**config.mk**
```make
export PLATFORM = sky130hd
export DESIGN_NAME = pipeline_ctrl_v2
export DESIGN_NICKNAME = d
export VERILOG_FILES = /design/src/rtl/pipeline_ctrl_v2_pkg.sv /design/src/rtl/pipeline_ctrl_v2_sat_counter.sv /design/src/rtl/pipeline_ctrl_v2.sv
export SDC_FILE = /design/constraint.sdc
export NUM_CORES = 1
export LEC_CHECK = 0
export ABC_AREA = 1
export CAP_MARGIN = 20
export CELL_PAD_IN_SITES_DETAIL_PLACEMENT = 1
export CELL_PAD_IN_SITES_GLOBAL_PLACEMENT = 1
export CORE_MARGIN = 2
export CORE_UTILIZATION = 34
export CTS_CLUSTER_DIAMETER = 40
export DETAILED_ROUTE_END_ITERATION = 16
export PLACE_DENSITY = 0.83
export SYNTH_ARGS = -nofsm -noshare
export SYNTH_HDL_FRONTEND = slang
export SYNTH_SLANG_ARGS = --single-unit
```
**constraint.sdc**
```tcl
create_clock -name clk -period 3.8 [get_ports clk]
set_clock_uncertainty 0.05 [all_clocks]
set_input_delay 1.14 -clock clk [delete_from_list [all_inputs] [get_ports clk]]
set_output_delay 1.14 -clock clk [all_outputs]
set_load 0.02 [all_outputs]
```
**src/rtl/pipeline_ctrl_v2_pkg.sv**
```systemverilog
// pipeline_ctrl_v2_pkg: shared stall-bus layout, request indices and default masks
package pipeline_ctrl_v2_pkg;
  localparam int STALL_W = 6;
  localparam int NUM_REQ = 5;
  localparam int REQ_EX = 0;
  localparam int REQ_BRU = 1;
  localparam int REQ_CP0 = 2;
  localparam int REQ_LOAD = 3;
  localparam int REQ_FIFO = 4;
  typedef logic [STALL_W-1:0] stall_bus_t;
  localparam stall_bus_t MASK_EX = 6'b111101;
  localparam stall_bus_t MASK_BRU = 6'b001101;
  localparam stall_bus_t MASK_CP0 = 6'b001101;
  localparam stall_bus_t MASK_LOAD = 6'b000101;
  localparam stall_bus_t MASK_FIFO = 6'b000001;
  localparam logic [NUM_REQ*STALL_W-1:0] DEFAULT_MASKS = {MASK_FIFO, MASK_LOAD, MASK_CP0, MASK_BRU, MASK_EX};
  localparam int CP0_VALID_BIT = 32;
  typedef struct packed {
    logic        valid;
    logic [31:0] pc;
  } cp0_to_ctrl_t;
endpackage

```
**src/rtl/pipeline_ctrl_v2_sat_counter.sv**
```systemverilog
// sat_counter: up-counter with synchronous clear that holds at MAX
module sat_counter #(
  parameter int W = 8,
  parameter logic [W-1:0] MAX = {W{1'b1}}
) (
  input  logic         clk,
  input  logic         rst,
  input  logic         inc,
  input  logic         clr,
  output logic [W-1:0] count
);
  logic [W-1:0] count_q, count_d;
  always_comb count_d = clr ? '0 : (inc && count_q != MAX) ? count_q + W'(1) : count_q;
  always_ff @(posedge clk or posedge rst)
    if (rst) count_q <= '0;
    else count_q <= count_d;
  assign count = count_q;
endmodule

```
**src/rtl/pipeline_ctrl_v2.sv**
```systemverilog
// pipeline_ctrl_v2: stall merge, CP0 redirect flush window, stall watchdog and perf counters
module pipeline_ctrl_v2 import pipeline_ctrl_v2_pkg::*; #(
  parameter int STAGES = STALL_W,
  parameter int NREQ = NUM_REQ,
  parameter logic [NREQ*STAGES-1:0] STALL_MASKS = DEFAULT_MASKS,
  parameter int PC_W = 32,
  parameter int FLUSH_CYCLES = 1,
  parameter int TIMEOUT = 1024,
  parameter int CNT_W = 32
) (
  input  logic              clk,
  input  logic              rst,
  input  logic [NREQ-1:0]   stall_req,
  input  logic              exc_valid,
  input  logic [PC_W-1:0]   exc_pc,
  input  logic              cnt_clr,
  output logic              flush,
  output logic [PC_W-1:0]   new_pc,
  output logic              new_pc_valid,
  output logic [STAGES-1:0] stall,
  output logic              stall_timeout,
  output logic [CNT_W-1:0]  stall_cycles,
  output logic [CNT_W-1:0]  flush_events
);
  localparam int FW = FLUSH_CYCLES > 1 ? $clog2(FLUSH_CYCLES) : 1;
  localparam int RW = TIMEOUT > 0 ? $clog2(TIMEOUT + 1) : 1;
  logic [FW-1:0] flush_cnt_q, flush_cnt_d;
  logic stall_timeout_q, stall_timeout_d;
  logic [STAGES-1:0] stall_raw;
  logic [RW-1:0] run_cnt;
  logic stall_any;
  always_comb begin
    stall_raw = '0;
    for (int i = 0; i < NREQ; i++)
      stall_raw = stall_raw | (stall_req[i] ? STALL_MASKS[i*STAGES +: STAGES] : '0);
  end
  // outputs are forced quiet while reset is held, including the combinational paths
  assign new_pc_valid = exc_valid && !rst;
  assign new_pc = new_pc_valid ? exc_pc : '0;
  assign flush = new_pc_valid || flush_cnt_q != '0;
  assign stall = (flush || rst) ? '0 : stall_raw;
  assign stall_any = |stall;
  assign stall_timeout = stall_timeout_q;
  always_comb begin
    flush_cnt_d = exc_valid ? FW'(FLUSH_CYCLES - 1) : (flush_cnt_q != '0) ? flush_cnt_q - FW'(1) : flush_cnt_q;
    stall_timeout_d = cnt_clr ? 1'b0 : stall_timeout_q | (TIMEOUT != 0 && run_cnt == RW'(TIMEOUT));
  end
  always_ff @(posedge clk or posedge rst)
    if (rst) begin
      flush_cnt_q <= '0;
      stall_timeout_q <= 1'b0;
    end else begin
      flush_cnt_q <= flush_cnt_d;
      stall_timeout_q <= stall_timeout_d;
    end
  sat_counter #(.W(CNT_W)) u_stall_cycles (
    .clk(clk), .rst(rst), .inc(stall_any), .clr(cnt_clr), .count(stall_cycles)
  );
  sat_counter #(.W(CNT_W)) u_flush_events (
    .clk(clk), .rst(rst), .inc(exc_valid), .clr(cnt_clr), .count(flush_events)
  );
  sat_counter #(.W(RW), .MAX(RW'(TIMEOUT))) u_run_cnt (
    .clk(clk), .rst(rst), .inc(stall_any), .clr(cnt_clr || !stall_any), .count(run_cnt)
  );
endmodule

```
==> reports/summary.txt, run 1 <==
DRT
---------------------------------------------------------------------------------------
Antenna viol nets, final                                                              0
Vias                                                                               5815
DRC                                                                                   0
Wirelength, routed                                                         18100 microns
Number of violations reported at the end of detailed-routing iteration 0            269
Routed wirelength normalized by instance count                             14.9 microns
Via density per instance                                                           4.79
TritonRoute pass-1 iters                                                              4

SETUP PATH
---------------------------------------------------------------------------------------
Data required time at the worst endpoint                                        2610 ps
Crit path kind                                                                in -> out
Critical Path End Type                                                     primary output
Cell with the largest stage delay on the worst path                        sky130_fd_sc_hd__clkdlybuf4s50_1
CP startpoint kind                                                            input pin
Crit path max fanout                                                                  4
CP max stage delay                                                               430 ps
Cell class contributing the biggest share of worst-path delay              buffers and inverters
Number of buffer and inverter stages on the critical path                             4
Cells traversed along the worst timing path                                clkdlybuf4s50_1 -> buf_4 -> nor2_1 -> inv_1 -> nor2_1 -> dlygate4sd2_1
Cell seen most often among critical-path stages                            sky130_fd_sc_hd__nor2_1
Data arrival time of the critical path                                          2500 ps

FINAL LAYOUT
---------------------------------------------------------------------------------------
Layout cells sized above 1                                                        7.88%
Layout overhead on the synthesized area                                           35.9%
Diode count                                                                           0
Net count of the finished layout                                                   1042

PLACED DESIGN
---------------------------------------------------------------------------------------
Buffers on Ports                                                                    144
Placement Setup Slack                                                           -263 ps
Post-DP HPWL                                                               14000 microns
RePlAce Congestion                                                                0.817

FLOORPLANNING
---------------------------------------------------------------------------------------
Area of the placeable core                                                 0.0153 sq mm
Initial core utilization                                                          35.0%
Die Span X                                                                  129 microns
IO Pins                                                                             146
Die height                                                                  129 microns
Number of rows created at floorplan                                                  45
Total die area                                                             0.0168 sq mm

SYNTHESIS
---------------------------------------------------------------------------------------
Netlist cell types                                                                   28
Main area contributors after synthesis                                     sky130_fd_sc_hd__dfrtp_1, sky130_fd_sc_hd__nand2_1, sky130_fd_sc_hd__nor2_1, sky130_fd_sc_hd__inv_1, sky130_fd_sc_hd__nand4_1
Number of instances in the synthesized netlist                                      852
Mean instance size in the synthesized netlist                                6.28 sq um
Synth area leader                                                          sky130_fd_sc_hd__dfrtp_1
Sequential area share after synthesis                                             35.5%
Leading cell types by count after synthesis                                sky130_fd_sc_hd__nand2_1, sky130_fd_sc_hd__nor2_1, sky130_fd_sc_hd__inv_1
Yosys warning total                                                                   0
Post-synthesis instance area                                               0.00535 sq mm
Share of synthesized flip-flops with an asynchronous set or reset                  100%
Fraction of synthesized cell area taken by the top area cell type                 35.5%
Most common cell in the netlist                                            sky130_fd_sc_hd__nand2_1
Seq cells post-synth                                                                 76
Count of flip-flops with a built-in enable after synthesis                            0
Mapped Nets                                                                         897
Prevailing post-synth register cell                                        sky130_fd_sc_hd__dfrtp_1

STA
---------------------------------------------------------------------------------------
Worst-case hold slack                                                            485 ps
Headroom to the max-slew limit                                                    63.2%
Total of endpoints with negative setup slack in the final report                      0
Final number of max-transition violations                                             0
Final critical-path setup slack                                                  109 ps
Period utilisation layout                                                         97.1%
Least-Margin Pin Slew                                                            551 ps
Setup repair after global routing missed its margin                               false
Count of endpoints failing hold in the final timing report                            0
Maximum operating frequency                                                     271 MHz
Min cycle time layout                                                           3690 ps

HOLD PATH
---------------------------------------------------------------------------------------
Hold crit path type                                                          reg -> reg

GRT
---------------------------------------------------------------------------------------
Number of global-route vias before repair                                          5759
Number of antenna violations at the first check in global routing                     0
Largest net degree at the start of global routing                                    33
Global-route wire length before repair                                     28800 microns
All-Layer GR Usage                                                                21.8%
Overflow left after global routing                                                    0

POWER
---------------------------------------------------------------------------------------
Clock power share                                                                 46.2%
Net switching component of the power                                           0.475 mW
Part of the power in combinational logic                                          11.2%
Leakage power                                                                   3.47 nW
Switching power as a share of total power                                         24.7%
Power share of the sequential group                                               42.7%
Power per standard cell area                                                264 mW/mm^2
Highest ir drop seen on vdd                                                  0.000161 V
Internal power of the cells                                                     1.44 mW

CLOCK NETWORK
---------------------------------------------------------------------------------------
CTS buffer count                                                                      9
Deepest clock path buffer count                                                       2
Number of sinks on the clock net                                                     76
CTS resizes                                                                          37
TritonCTS clock tree                                                               done
Cts hold-fix bufs                                                                     0
Clk_lat worst skew                                                               350 ps
Setup bufs post-CTS                                                                   0
CTS HTree Levels                                                                      3
Root Buffer Master                                                         sky130_fd_sc_hd__clkbuf_16
Clock slew at reported path FFs                                                   60 ps

JOB
---------------------------------------------------------------------------------------
Total of max-cap violations                                                           0

RUN STATUS
---------------------------------------------------------------------------------------
Run status                                                                 finished clean

==> kinds of logic (layout without fill, tap and decap cells) <==
logic type | count (synthesis) | in the layout | share of synthesized area, %
flops | 76 | 76 | 35.5
simple gates | 611 | 611 | 48.5
other cells | 1 | 1 | 0.0700
fa+ha+maj | 4 | 4 | 0.935
compound gates | 17 | 17 | 1.78
xor+xnor | 22 | 22 | 3.60
buf+inv | 121 | 271 | 9.60
==> power groups by stage <==
stage | logic (mW) | clock network, mW | registers [mW]
floorplan | 0.111 | 0 | 0.836
global placement | 0.225 | 0 | 0.833
detailed placement | 0.229 | 0 | 0.833
CTS | 0.217 | 0.904 | 0.819
global route | 0.235 | 0.939 | 0.819
finish | 0.214 | 0.886 | 0.819
==> worst reg2reg max path, delay by kind of cell (launching register included) <==
family        cells  cell delay [ps]
buf+inv           2              520
simple gates      8             1020
fa+ha+maj         1              320
flops             1              450
==> placed cells by master (no fill, tap or decap), drive strengths merged, types with 12 or more instances in the layout <==
cell type,count
buf,14
clkbuf,26
clkdlybuf4s15,16
clkdlybuf4s50,105
dfrtp,76
inv,95
nand2,335
nand3,50
nand4,42
nor2,169
or2,12
xor2,16
==> per-stage QoR <==
stage	power [mW]	area (sq um)	TNS, ps	instances	util [%]
floorplan	0.946	5350	0	852	-
global placement	1.06	7040	-3770	1197	46.0
detailed placement	1.06	7040	-5780	1197	46.0
CTS	1.94	7290	0	1213	47.6
global route	1.99	7280	0	1213	47.5
finish	1.92	7280	0	1213	47.5
==> registers in the layout (all words and copies together), names as in the netlist <==
signal,flops
u_flush_events.count,32
u_stall_cycles.count,32
u_run_cnt.count,11
stall_timeout,1
==> path summary, 6_finish.rpt <==
path	startpoint	cells past startpoint	slack, ps	to
worst max-delay path	exc_valid	6	110	stall[5]
worst max register to register	u_flush_events.count[0]	11	1380	u_flush_events.count[6]
worst min-delay path	stall_timeout	2	490	stall_timeout
min in group asynchronous	rst	3	1260	u_stall_cycles.count[18]
max in group asynchronous	rst	4	1790	u_flush_events.count[6]
worst min register to register	stall_timeout	2	490	stall_timeout
==> per-layer routing <==
| metal | GRT usage [%] | wire length (microns) | vias to the layer above |
|---|---|---|---|
| met5 | 0 | 0 | - |
| met1 | 30.1 | 8720 | 2751 |
| li1 | - | - | 2906 |
| met3 | 4.05 | 1090 | 14 |
| met2 | 35.0 | 8100 | 144 |
| met4 | 6.20 | 208 | 0 |
==> final cells by class <==
cell class / instances / area [sq um]
Multi-Input combinational cell: 655 / 2940
Clock inverter: 1 / 30.0
Inverter: 97 / 367
Clock buffer: 15 / 268
Fill cell: 2030 / 8040
Timing Repair Buffer: 158 / 1510
Sequential cell: 76 / 1900
Tap cell: 211 / 264
Power figures use the tool's default switching activity.
==> inputs of run 2 (changes only) <==
CAP_MARGIN = 30   (was 20)
GPL_TIMING_DRIVEN = 0   (was not set)
==> run 2 against run 1 <==
Net effect: count of clock-buffer cells in the layout shrank 3; clock power grew 16%; maximum frequency shrank 1.0%; setup slack lost 38 ps; highest routed layer unchanged.
==> reports/summary.txt, run 2 (synthesis results as in run 1) <==
RUN STATUS
---------------------------------------------------------------------------------------
Run status                                                                 finished clean

DRT
---------------------------------------------------------------------------------------
Number of violations reported at the end of detailed-routing iteration 0            238
Vias                                                                               6004
Wirelength, routed                                                         19200 microns
Via density per instance                                                           4.91
DRC                                                                                   0
TritonRoute pass-1 iters                                                              4
Antenna viol nets, final                                                              0
Routed wirelength normalized by instance count                             15.7 microns

FINAL LAYOUT
---------------------------------------------------------------------------------------
Net count of the finished layout                                                   1053
Commonest non-fill, non-tap cells in the layout                            sky130_fd_sc_hd__nand2_1, sky130_fd_sc_hd__nor2_1, sky130_fd_sc_hd__clkdlybuf4s50_1
Non-filler instance count after layout                                             1224
Layout overhead on the synthesized area                                           39.7%
Layout cells sized above 1                                                        9.67%
Diode count                                                                           0
Most common cell after layout, fill and taps aside                         sky130_fd_sc_hd__nand2_1

PLACED DESIGN
---------------------------------------------------------------------------------------
RePlAce Congestion                                                                0.893
Buffers on Ports                                                                    144
Post-DP HPWL                                                               15200 microns
Dpl cells                                                                          1208

FLOORPLANNING
---------------------------------------------------------------------------------------
Total die area                                                             0.0168 sq mm
Number of rows created at floorplan                                                  45
Initial core utilization                                                          35.0%
Die height                                                                  129 microns
Area of the placeable core                                                 0.0153 sq mm
IO Pins                                                                             146
Die Span X                                                                  129 microns

STA
---------------------------------------------------------------------------------------
Min cycle time layout                                                           3730 ps
Setup repair after global routing missed its margin                               false
Worst-case hold slack                                                            463 ps
Total of endpoints with negative setup slack in the final report                      0
Least-Margin Pin Slew                                                            589 ps
Count of endpoints failing hold in the final timing report                            0
Maximum operating frequency                                                     268 MHz
Final number of max-transition violations                                             0
Setup TNS after final layout                                                       0 ps
Headroom to the max-slew limit                                                    60.8%
Period utilisation layout                                                         98.1%

HOLD PATH
---------------------------------------------------------------------------------------
Hold crit path type                                                          reg -> reg
Worst hold stages                                                                     2

CLOCK NETWORK
---------------------------------------------------------------------------------------
CTS buffer count                                                                      9
Deepest clock path buffer count                                                       2
Cts hold-fix bufs                                                                     0
TritonCTS clock tree                                                               done
Root Buffer Master                                                         sky130_fd_sc_hd__clkbuf_16
Clk_lat worst skew                                                               350 ps
Number of sinks on the clock net                                                     76
Clock slew at reported path FFs                                                   60 ps
Setup bufs post-CTS                                                                   0
CTS HTree Levels                                                                      3

POWER
---------------------------------------------------------------------------------------
Power per standard cell area                                                278 mW/mm^2
Leakage power                                                                   3.50 nW
Highest ir drop seen on vdd                                                  0.000145 V

SETUP PATH
---------------------------------------------------------------------------------------
R2r worst-path depth                                                                  9
Critical Path End Type                                                     primary output
Crit path max fanout                                                                  2
Crit path kind                                                                in -> out
Data required time at the worst endpoint                                        2610 ps
CP startpoint kind                                                            input pin
Data arrival time of the critical path                                          2540 ps

JOB
---------------------------------------------------------------------------------------
Total of max-cap violations                                                           0

GRT
---------------------------------------------------------------------------------------
Global-route wire length before repair                                     30800 microns
Number of global-route vias before repair                                          5946
Number of antenna violations at the first check in global routing                     0
Largest net degree at the start of global routing                                    49
Overflow left after global routing                                                    0
All-Layer GR Usage                                                                23.3%

-- run 2: metrics by stage --
| stage | utilization (%) | power (mW) | cell area (sq um) | worst slack, ps |
|---|---|---|---|---|
| finish | 48.8 | 2.08 | 7480 | 70.9 |
| global route | 48.8 | 2.15 | 7480 | 33.5 |
| CTS | 48.8 | 2.11 | 7480 | 27.4 |
| detailed placement | 46.3 | 1.07 | 7090 | -781 |
| global placement | 46.1 | 1.06 | 7060 | -804 |
| floorplan | - | 0.946 | 5350 | 404 |
-- run 2: final timing paths --
| kind | start | to | slack (ps) |
|---|---|---|---|
| min in group asynchronous | rst | u_run_cnt.count[2] | 970 |
| worst min register to register | stall_timeout | stall_timeout | 460 |
| worst max-delay path | stall_req[0] | stall[2] | 70 |
| worst max register to register | u_stall_cycles.count[0] | u_stall_cycles.count[18] | 1350 |
| max in group asynchronous | rst | u_flush_events.count[1] | 2140 |
| worst min-delay path | stall_timeout | stall_timeout | 460 |
-- run 2: cell type report --
class	instances	area, sq um
Multi-Input combinational cell	655	2970
Clock buffer	12	256
Sequential cell	76	1900
Timing Repair Buffer	145	1470
Fill cell	2077	7840
Clock inverter	4	95.1
Inverter	97	368
Tap cell	211	264
Buffer	24	155
-- run 2: what timing repair did --
item / in CTS / in global routing
gates resized for setup: 92 / 4
cloned: 0 / 0
endpoints found under the setup margin: 39 / 24
-- run 2: power by group --
part | total (mW) | internal, mW | switching, mW | leakage (nW)
clock network | 1.03 | 0.677 | 0.352 | 0.173
registers | 0.819 | 0.813 | 0.00626 | 1.06
logic | 0.230 | 0.0931 | 0.137 | 2.26
-- run 2: metal layers --
layer | global-route usage [%] | wire length (microns) | vias up
met5 | 0 | 0 | -
met4 | 6.89 | 266 | 0
met3 | 3.72 | 1030 | 20
met2 | 39.2 | 9070 | 150
met1 | 31.1 | 8820 | 2886
li1 | - | - | 2948
-- run 2: worst max-delay path, stage by stage --
cell	delay, ps
sky130_fd_sc_hd__clkdlybuf4s50_1	490
sky130_fd_sc_hd__nor2_1	60
sky130_fd_sc_hd__nand3_1	100
sky130_fd_sc_hd__nand2_1	90
sky130_fd_sc_hd__inv_1	60
sky130_fd_sc_hd__clkdlybuf4s50_1	600
==> inputs of run 3 (changes only) <==
TNS_END_PERCENT = 100   (was not set)
==> results of run 3 <==
Same layout as run 2: the final DEF is identical, and so are final timing and power.
